--- src/rtl/tod_bcd_arbiter.sv ---
// -----------------------------------------------------------------------------
// tod_bcd_arbiter
//
// Round-robin arbiter that shares one binary-to-BCD converter between the
// time-of-day field requesters (seconds, minutes, hours, day-of-year).
// A granted requester's binary field is latched and handed to the converter.
// The block then waits for the converter's done level, or gives up after
// TIMEOUT cycles, and returns the result with a one-hot acknowledge.
//
// Ports
//   i_Clock         sole clock, rising edge
//   i_Reset         asynchronous active-high reset
//   i_Req           per-requester request level
//   i_Binary        packed binary fields, requester k at [k*INPUT_WIDTH +: INPUT_WIDTH]
//   o_Ack           one-cycle one-hot completion pulse
//   o_BCD           result, valid with o_Ack and held until the next o_Ack
//   o_Err           one-cycle pulse with o_Ack when the converter timed out
//   o_Busy          high whenever the FSM is not idle
//   o_Conv_Start    one-cycle start pulse to the converter
//   o_Conv_Binary   operand to the converter, stable for the whole transaction
//   o_Conv_Clear    one-cycle re-arm pulse to the converter
//   i_Conv_BCD      converter result
//   i_Conv_DV       converter done level, held until o_Conv_Clear
// -----------------------------------------------------------------------------
module tod_bcd_arbiter #(
    parameter int NUM_REQ        = 4,
    parameter int INPUT_WIDTH    = 9,
    parameter int DECIMAL_DIGITS = 3,
    parameter int TIMEOUT        = 256
) (
    input  logic                          i_Clock,
    input  logic                          i_Reset,
    input  logic [NUM_REQ-1:0]            i_Req,
    input  logic [NUM_REQ*INPUT_WIDTH-1:0] i_Binary,
    output logic [NUM_REQ-1:0]            o_Ack,
    output logic [DECIMAL_DIGITS*4-1:0]   o_BCD,
    output logic                          o_Err,
    output logic                          o_Busy,
    output logic                          o_Conv_Start,
    output logic [INPUT_WIDTH-1:0]        o_Conv_Binary,
    output logic                          o_Conv_Clear,
    input  logic [DECIMAL_DIGITS*4-1:0]   i_Conv_BCD,
    input  logic                          i_Conv_DV
);

    localparam int PTR_W = (NUM_REQ > 1) ? $clog2(NUM_REQ) : 1;
    localparam int CNT_W = (TIMEOUT > 1) ? $clog2(TIMEOUT) : 1;
    localparam int BCD_W = DECIMAL_DIGITS * 4;

    typedef enum logic [2:0] {
        ST_IDLE,
        ST_START,
        ST_WAIT,
        ST_CAPTURE,
        ST_CLEAR
    } state_t;

    state_t                  state_q;
    logic [PTR_W-1:0]        rr_ptr_q;
    logic [PTR_W-1:0]        grant_q;
    logic [CNT_W-1:0]        cnt_q;
    logic                    timeout_q;
    logic [BCD_W-1:0]        bcd_q;
    logic [INPUT_WIDTH-1:0]  conv_bin_q;
    logic [NUM_REQ-1:0]      ack_q;
    logic                    start_q;
    logic                    clear_q;
    logic                    busy_q;

    logic [PTR_W-1:0]        grant_d;
    logic                    grant_vld_d;
    logic [PTR_W-1:0]        rr_ptr_d;
    logic [INPUT_WIDTH-1:0]  field_arr [NUM_REQ];

    // Unpack the requester fields so the granted one can be picked by index.
    generate
        for (genvar gi = 0; gi < NUM_REQ; gi++) begin : g_field
            assign field_arr[gi] = i_Binary[gi*INPUT_WIDTH +: INPUT_WIDTH];
        end
    endgenerate

    // Rotating priority search: first pending requester at or above rr_ptr,
    // wrapping around past the top index.
    always_comb begin : grant_search
        int               cand;
        logic [PTR_W-1:0] cand_idx;
        cand        = 0;
        cand_idx    = '0;
        grant_vld_d = 1'b0;
        grant_d     = '0;
        for (int i = 0; i < NUM_REQ; i++) begin
            cand = int'(rr_ptr_q) + i;
            if (cand >= NUM_REQ) begin
                cand = cand - NUM_REQ;
            end
            cand_idx = PTR_W'(cand);
            if (!grant_vld_d && i_Req[cand_idx]) begin
                grant_vld_d = 1'b1;
                grant_d     = cand_idx;
            end
        end
    end

    assign rr_ptr_d = (grant_d == PTR_W'(NUM_REQ - 1)) ? '0 : grant_d + 1'b1;

    // Outputs are registered: each pulse is set on the edge that enters the
    // state it belongs to, so it is high for exactly that state's cycle.
    always_ff @(posedge i_Clock or posedge i_Reset) begin
        if (i_Reset) begin
            state_q    <= ST_IDLE;
            rr_ptr_q   <= '0;
            grant_q    <= '0;
            cnt_q      <= '0;
            timeout_q  <= 1'b0;
            bcd_q      <= '0;
            conv_bin_q <= '0;
            ack_q      <= '0;
            start_q    <= 1'b0;
            clear_q    <= 1'b0;
            busy_q     <= 1'b0;
        end else begin
            start_q <= 1'b0;
            clear_q <= 1'b0;
            ack_q   <= '0;
            case (state_q)
                ST_IDLE: begin
                    if (grant_vld_d) begin
                        grant_q    <= grant_d;
                        conv_bin_q <= field_arr[grant_d];
                        rr_ptr_q   <= rr_ptr_d;
                        start_q    <= 1'b1;
                        busy_q     <= 1'b1;
                        state_q    <= ST_START;
                    end
                end
                ST_START: begin
                    cnt_q   <= '0;
                    state_q <= ST_WAIT;
                end
                ST_WAIT: begin
                    if (i_Conv_DV) begin
                        bcd_q   <= i_Conv_BCD;
                        ack_q   <= NUM_REQ'(1) << grant_q;
                        state_q <= ST_CAPTURE;
                    end else if (cnt_q == CNT_W'(TIMEOUT - 1)) begin
                        // Converter never answered: report all-ones with an error.
                        bcd_q     <= '1;
                        ack_q     <= NUM_REQ'(1) << grant_q;
                        timeout_q <= 1'b1;
                        state_q   <= ST_CAPTURE;
                    end else begin
                        cnt_q <= cnt_q + 1'b1;
                    end
                end
                ST_CAPTURE: begin
                    timeout_q <= 1'b0;
                    clear_q   <= 1'b1;
                    state_q   <= ST_CLEAR;
                end
                ST_CLEAR: begin
                    busy_q  <= 1'b0;
                    state_q <= ST_IDLE;
                end
                default: begin
                    busy_q  <= 1'b0;
                    state_q <= ST_IDLE;
                end
            endcase
        end
    end

    assign o_Ack         = ack_q;
    assign o_BCD         = bcd_q;
    assign o_Err         = timeout_q;
    assign o_Busy        = busy_q;
    assign o_Conv_Start  = start_q;
    assign o_Conv_Binary = conv_bin_q;
    assign o_Conv_Clear  = clear_q;

endmodule

--- config.mk ---
export PLATFORM = sky130hd
export DESIGN_NAME = tod_bcd_arbiter
export DESIGN_NICKNAME = d
export VERILOG_FILES = /design/src/rtl/tod_bcd_arbiter.sv
export SDC_FILE = /design/constraint.sdc
export NUM_CORES = 1
export LEC_CHECK = 0
export ABC_AREA = 1
export CAP_MARGIN = 25
export CORE_AREA = 2 2 81 83
export DETAILED_ROUTE_END_ITERATION = 10
export DIE_AREA = 0 0 83 85
export PLACE_DENSITY = 0.86
export SLEW_MARGIN = 20
export SYNTH_ARGS = -nofsm -noshare
export SYNTH_HDL_FRONTEND = slang
export SYNTH_SLANG_ARGS = --single-unit
--- constraint.sdc ---
create_clock -name i_Clock -period 1.8 [get_ports i_Clock]
set_clock_uncertainty 0.15 [all_clocks]
set_input_delay 0.18 -clock i_Clock [delete_from_list [all_inputs] [get_ports i_Clock]]
set_output_delay 0.18 -clock i_Clock [all_outputs]
set_load 0.03 [all_outputs]
# Word level (Yosys, flattened, before mapping)

Cells that the tools add are included.

Flip-flop bits (word level): 44
Output and inout port bits: 29

$add $sub $neg: 9
Order comparisons: 9
Equal/unequal tests: 10
Shifts and indexed selects: 1
Muxes and demuxes: 44
Bitwise logic cells: 2
Reduce and logical (&&, ||, !) cells: 17

Operator list:

| kind                                                                         | number |
|---|---|
| 12-bit 2-to-1 mux                                                            | 2 |
| 9-bit binary-select mux with 2-bit select                                    | 1 |
| 2-bit 2-to-1 mux                                                             | 9 |
| 9-bit 2-to-1 mux                                                             | 2 |
| 8-bit 2-to-1 mux                                                             | 2 |
| 8-bit one-hot mux with 2 select lines                                        | 1 |
| 1-bit 2-to-1 mux                                                             | 14 |
| 3-bit >= comparator, second input constant                                   | 4 |
| 2-bit by 3-bit less-than comparator with 1-bit output, second input constant | 4 |
| 4-bit 2-to-1 mux                                                             | 3 |
| 3-bit one-hot mux with 4 select lines                                        | 1 |
| 3-bit 2-to-1 mux                                                             | 3 |
| 8-bit by 1-bit adder with 8-bit output, second input constant                | 1 |
| 1-bit binary-select mux with 2-bit select                                    | 4 |
| 8-bit equality test, second input constant                                   | 1 |
| 2-bit != test, second input constant                                         | 4 |
| 2-bit AND reduction                                                          | 4 |
| 2-bit by 1-bit subtractor with 2-bit output, second input constant           | 4 |
| 2-bit by 2-bit adder with 3-bit output, second input constant                | 2 |
| 3-bit by 2-bit equality test with 1-bit output, second input constant        | 2 |
| 3-bit AND reduction                                                          | 2 |
| 2-bit nonzero test                                                           | 3 |
| 1-bit one-hot mux with 2 select lines                                        | 2 |
| 1-bit by 2-bit << shifter with 4-bit output, first input constant            | 1 |
| 12 further kinds                                                             | 16 |

# Logic depth before layout (Yosys ltp)

Depth after elaboration: 18
Mapped depth: 17

# Worst setup path after synthesis

OpenSTA, ideal clock, no wires.

Path kind: reg-to-reg
Start: reg rr_ptr_q[0]
End: reg conv_bin_q[2] (netlist: o_Conv_Binary[2])
Library setup time: 117 ps
Data arrival time: 1553 ps
Data required time: 1533 ps
Slack: -20 ps
Stages on the path, launching flop included: 17
Path buffers: 2
Clock period less this slack: 1820 ps
Cell sequence: dfrtp_1 buf_6 inv_4 nand2_1 nand2_2 nand2_1 nand2_1 nand2_2 nand2_2 nand2_4 nand3_2 buf_4 nand2_1 nand3_1 nand2_1 nand2_1 nand2_1

Longest elaborated chain between the ends: 18
Elaborated cells on any way between the ends: 42
Classes of those cells: 7 x add/sub; 4 x order compare; 23 x mux; 1 x bitwise; 7 x reduce/logical

Ends and longest elaborated chain:

| what                                                                                            | RTL line | source |
|---|---|---|
| start: declaration                                                                              | 59       | `logic [PTR_W-1:0] rr_ptr_q;` |
| start signal: assignment                                                                        | 130      | `rr_ptr_q <= rr_ptr_d;` |
| parallel branches: the longest is 18 deep, another holds 2-bit by 1-bit adder with 3-bit output | --       |  |
| end signal: assignment                                                                          | 129      | `conv_bin_q <= field_arr[grant_d];` |
| end: declaration                                                                                | 64       | `logic [INPUT_WIDTH-1:0] conv_bin_q;` |

Several ways; the timed one is not identified. The select of a mux whose other input is x is not followed.
A chain may end at the register's enable or synchronous reset.

# Worst setup path in the final report

Start: reg rr_ptr_q[0]
End: reg conv_bin_q[1] (netlist: o_Conv_Binary[1])

Same word-level chain as after synthesis.

==> results <==
[sequential cells by signal, summed over array words and instances, names as in the netlist]
register	count
o_BCD	12
grant_q	2
rr_ptr_q	2
o_Err	1
o_Conv_Start	1
cnt_q	8
o_Conv_Clear	1
o_Conv_Binary	9
o_Busy	1
o_Ack	4
state_q	3
[where the power goes]
part,total [mW],leakage [nW],switching (mW),internal (mW)
Sequential,1.67,0.540,0.282,1.39
Clock,0.796,0.0614,0.342,0.454
Combinational,6.11,1.55,3.47,2.64
[layout make-up]
type / count / area share (%)
Multi-Input combinational cell: 244 / 32.6
Timing Repair Buffer: 127 / 30.3
Timing Repair inverter: 1 / 0.208
Sequential cell: 44 / 26.2
Clock buffer: 6 / 1.96
Clock inverter: 2 / 0.920
Tap cell: 77 / 2.29
Inverter: 57 / 5.61
[final timing paths]
kind / from / to / slack [ns] / depth (start not counted)
min in group i_Clock: i_Conv_BCD[7] / o_BCD[7] / 0.30 / 3
min: i_Reset / o_BCD[4] / 0.08 / 3
min reg2reg: grant_q[0] / o_Ack[2] / 0.34 / 1
max reg2reg: rr_ptr_q[0] / o_Conv_Binary[1] / -0.26 / 15
max in group asynchronous: i_Reset / rr_ptr_q[0] / 1.20 / 3
max: rr_ptr_q[0] / o_Conv_Binary[1] / -0.26 / 15
[what timing repair did]
action                     CTS  global route
setup endpoints to repair   20            23
pin swaps                   10            14
buffers inserted             6             8
cloned                       1             3
gates resized for setup     40            48
[cell usage in the layout (no fill, tap or decap), types with 2 or more instances in the layout]
master / n
sky130_fd_sc_hd__a21oi_1: 16
sky130_fd_sc_hd__a21oi_2: 3
sky130_fd_sc_hd__buf_12: 6
sky130_fd_sc_hd__buf_4: 31
sky130_fd_sc_hd__buf_6: 6
sky130_fd_sc_hd__clkbuf_8: 6
sky130_fd_sc_hd__clkdlybuf4s50_1: 83
sky130_fd_sc_hd__dfrtp_1: 42
sky130_fd_sc_hd__dfrtp_2: 2
sky130_fd_sc_hd__inv_1: 49
sky130_fd_sc_hd__inv_2: 3
sky130_fd_sc_hd__inv_4: 2
sky130_fd_sc_hd__inv_6: 2
sky130_fd_sc_hd__nand2_1: 93
sky130_fd_sc_hd__nand2_2: 26
sky130_fd_sc_hd__nand2_4: 12
sky130_fd_sc_hd__nand3_1: 11
sky130_fd_sc_hd__nand3_2: 6
sky130_fd_sc_hd__nand3_4: 4
sky130_fd_sc_hd__nand4_1: 19
sky130_fd_sc_hd__nor2_1: 23
sky130_fd_sc_hd__nor2_2: 4
sky130_fd_sc_hd__nor2_4: 5
sky130_fd_sc_hd__nor3_1: 6
sky130_fd_sc_hd__o21ai_0: 5
sky130_fd_sc_hd__o21ai_1: 2
sky130_fd_sc_hd__o21bai_1: 2
[critical path: stages (launching register included)]
cell and delay [ns]:
sky130_fd_sc_hd__dfrtp_2 0.42, sky130_fd_sc_hd__buf_12 0.17, sky130_fd_sc_hd__inv_12 0.05, sky130_fd_sc_hd__nand2_4 0.07, sky130_fd_sc_hd__nand2_4 0.06, sky130_fd_sc_hd__nand2_1 0.07, sky130_fd_sc_hd__nand2_2 0.08, sky130_fd_sc_hd__nor2_4 0.14
sky130_fd_sc_hd__nand2_1 0.10, sky130_fd_sc_hd__nor2_2 0.16, sky130_fd_sc_hd__nor2_4 0.07, sky130_fd_sc_hd__buf_4 0.15, sky130_fd_sc_hd__nand3_1 0.07, sky130_fd_sc_hd__nand2_1 0.07, sky130_fd_sc_hd__nand2_1 0.07, sky130_fd_sc_hd__nand2_1 0.05
[logic make-up after synthesis]
group / share of synthesized area (%)
buffers and inverters: 12.1
XOR/XNOR: 0.345
adder cells (fa/ha/maj): 0.493
AO/OA/AOI/OAI: 6.31
AND/OR/NAND/NOR: 37.4
flip-flops: 43.4
[metal layers]
layer  vias up  GRT usage, %
li1       1361             -
met1      1303          22.4
met2        95          38.6
met3         7          3.31
met4         0          5.22
met5         -             0
==> results.txt <==
----------------------------------------------------
[Finish]
  Area added between synthesis and finish ... 66.1%
  Final #Nets ... 536
  Ratio of cells with drive above 1 in the final layout ... around a quarter
  Finished layout cell area ... approximately 4200 um^2
  Area of all sequential standard cells ... about 1100 um^2
  Utilization of the core after routing ... between 60 and 70%
  Inserted Diodes ... 0
  Filler Cells Inserted ... slightly below 500
  Area used by multi-input combinational logic ... approximately 1400 um^2
  Non-filler instance count after layout ... 558

[Clocking]
  Number of buffers inserted during clock tree synthesis ... 5
  Clock transition at the register clock pins on the worst setup and hold paths after CTS ... about 0.090 ns
  CTS tree ... done
  Hold Buf Count CTS ... 0
  Source-to-sink clock delay at the later pin of the worst-skew pair ... ~0.3 ns
  H-Tree Depth ... 2
  CTS root buf ... sky130_fd_sc_hd__clkbuf_8
  Longest Clk Path Bufs ... 2
  Clk sink count ... between 40 and 50

[Synth]
  Most common cell in the synthesized netlist ... sky130_fd_sc_hd__nand2_1
  Synthesized cell area ... about 2500 um^2
  Ranking of synthesized cells by instance count ... sky130_fd_sc_hd__nand2_1 (123), sky130_fd_sc_hd__inv_1 (54), sky130_fd_sc_hd__dfrtp_1 (44)
  Main flop type after synthesis ... sky130_fd_sc_hd__dfrtp_1
  Part of the Yosys area used for sequential elements ... a little over two fifths
  Post-synthesis cell count ... 357
  Area share of the largest cell type after synthesis ... between 40% and 50%
  Dominant cells by area after synthesis ... sky130_fd_sc_hd__dfrtp_1 (43%), sky130_fd_sc_hd__nand2_1 (18%), sky130_fd_sc_hd__inv_1 (8.0%), sky130_fd_sc_hd__nand4_1 (4.7%), sky130_fd_sc_hd__nor2_1 (4.6%)
  Library cell with the largest summed area after synthesis ... sky130_fd_sc_hd__dfrtp_1
  Synth async-reset ratio ... 100%
  Count of flip-flops with a built-in enable after synthesis ... 0
  Count of cell types in the netlist ... 29
  Number of warning messages in the yosys log ... 0
  Syn_nets ... just over 400
  Number of register bits inferred by synthesis ... 44
  Mean Syn Cell Area ... between 7 and 8 um^2

[Timing]
  Setup violations, final ... 16
  Post-route setup TNS ... -2.87 ns
  Worst max-slew margin expressed relative to the limit ... about three quarters
  Min Clock Period, post-route ... about 2.1 ns
  Setup repair after global routing missed its margin ... true
  Pin slew with the least headroom to its limit ... between 0.3 and 0.4 ns
  Fin. max-slew vios ... 0
  Number of failing hold endpoints at the final stage ... 0
  Period utilisation layout ... 114%
  Minimum setup slack in the final design ... -0.257 ns
  Hold_ws ... 0.0767 ns
  FMAX ... between 400 and 500 MHz

[Pwr]
  Worst IR drop on VDD ... between 1 and 1.5 mV
  LEAKAGE ... 2.15 nW
  Power per standard cell area ... around 2000 nW/um^2
  Total power of the final layout ... 8.58 mW

[Worst setup path]
  Required time of the critical path ... between 1.5 and 2 ns
  Critical path peak fanout ... 6
  Type of destination of the critical path ... register
  Type of the setup path with the least slack ... register to register
  Type of element launching the critical path ... register
  Arrival time of data at the critical path endpoint ... roughly 2.1 ns

[GRT]
  Total Routing Usage GR ... approximately a fifth
  Grt total ovfl ... 0
  Pin count of the biggest net entering global routing ... 45
  Vias in the first global route ... ~2600
  Global-route wire length before repair ... between 10 and 15 mm
  Antenna violations before repair ... 0

[Die]
  Full die area ... just over 7000 um^2
  Std-Cell Rows ... 29
  Die Width ... between 80 and 90 um
  Height of the die ... approximately 85 um
  I/O pin count ... between 80 and 90
  Placeable Area ... approximately 6200 um^2
  Initial Util ... between 40% and 50%

[Detailed routing]
  Count of unresolved DRC violations after routing ... 0
  Met1 routed wirelength after detailed routing ... 3.04 mm
  DR WL met2 ... around 4.3 mm
  Post-detailed-route wirelength per cell ... 13.8 um
  Uppermost layer routed ... met4
  Remaining antenna violation count after routing ... 0
  Iteration-0 DRC Markers ... about 110
  Number of vias after detailed routing ... approximately 2800
  Routed wire length ... 7.71 mm
  Met3 wire length ... between 300 and 400 um
  1st-pass router iterations ... 4
  Ratio of routed vias to standard cells ... approximately 5.0

[Worst hold path]
  Path type of the worst min-delay path ... input port to async pin

[Run status]
  Outcome ... complete, but fails checks
  Violations in the final reports ... negative setup slack

[Job]
  Max-capacitance violation count ... 0

[Placed design]
  Routability congestion estimate ... 0.883
  Hpwl dp ... 4.99 mm
  Cells after DPL ... 533
  Placement-stage worst setup slack ... -0.418 ns
  Number of buffers inserted by port buffering ... 83
  Area after detailed placement ... about 3600 um^2

----------------------------------------------------
(Power assumes the default switching activity.)
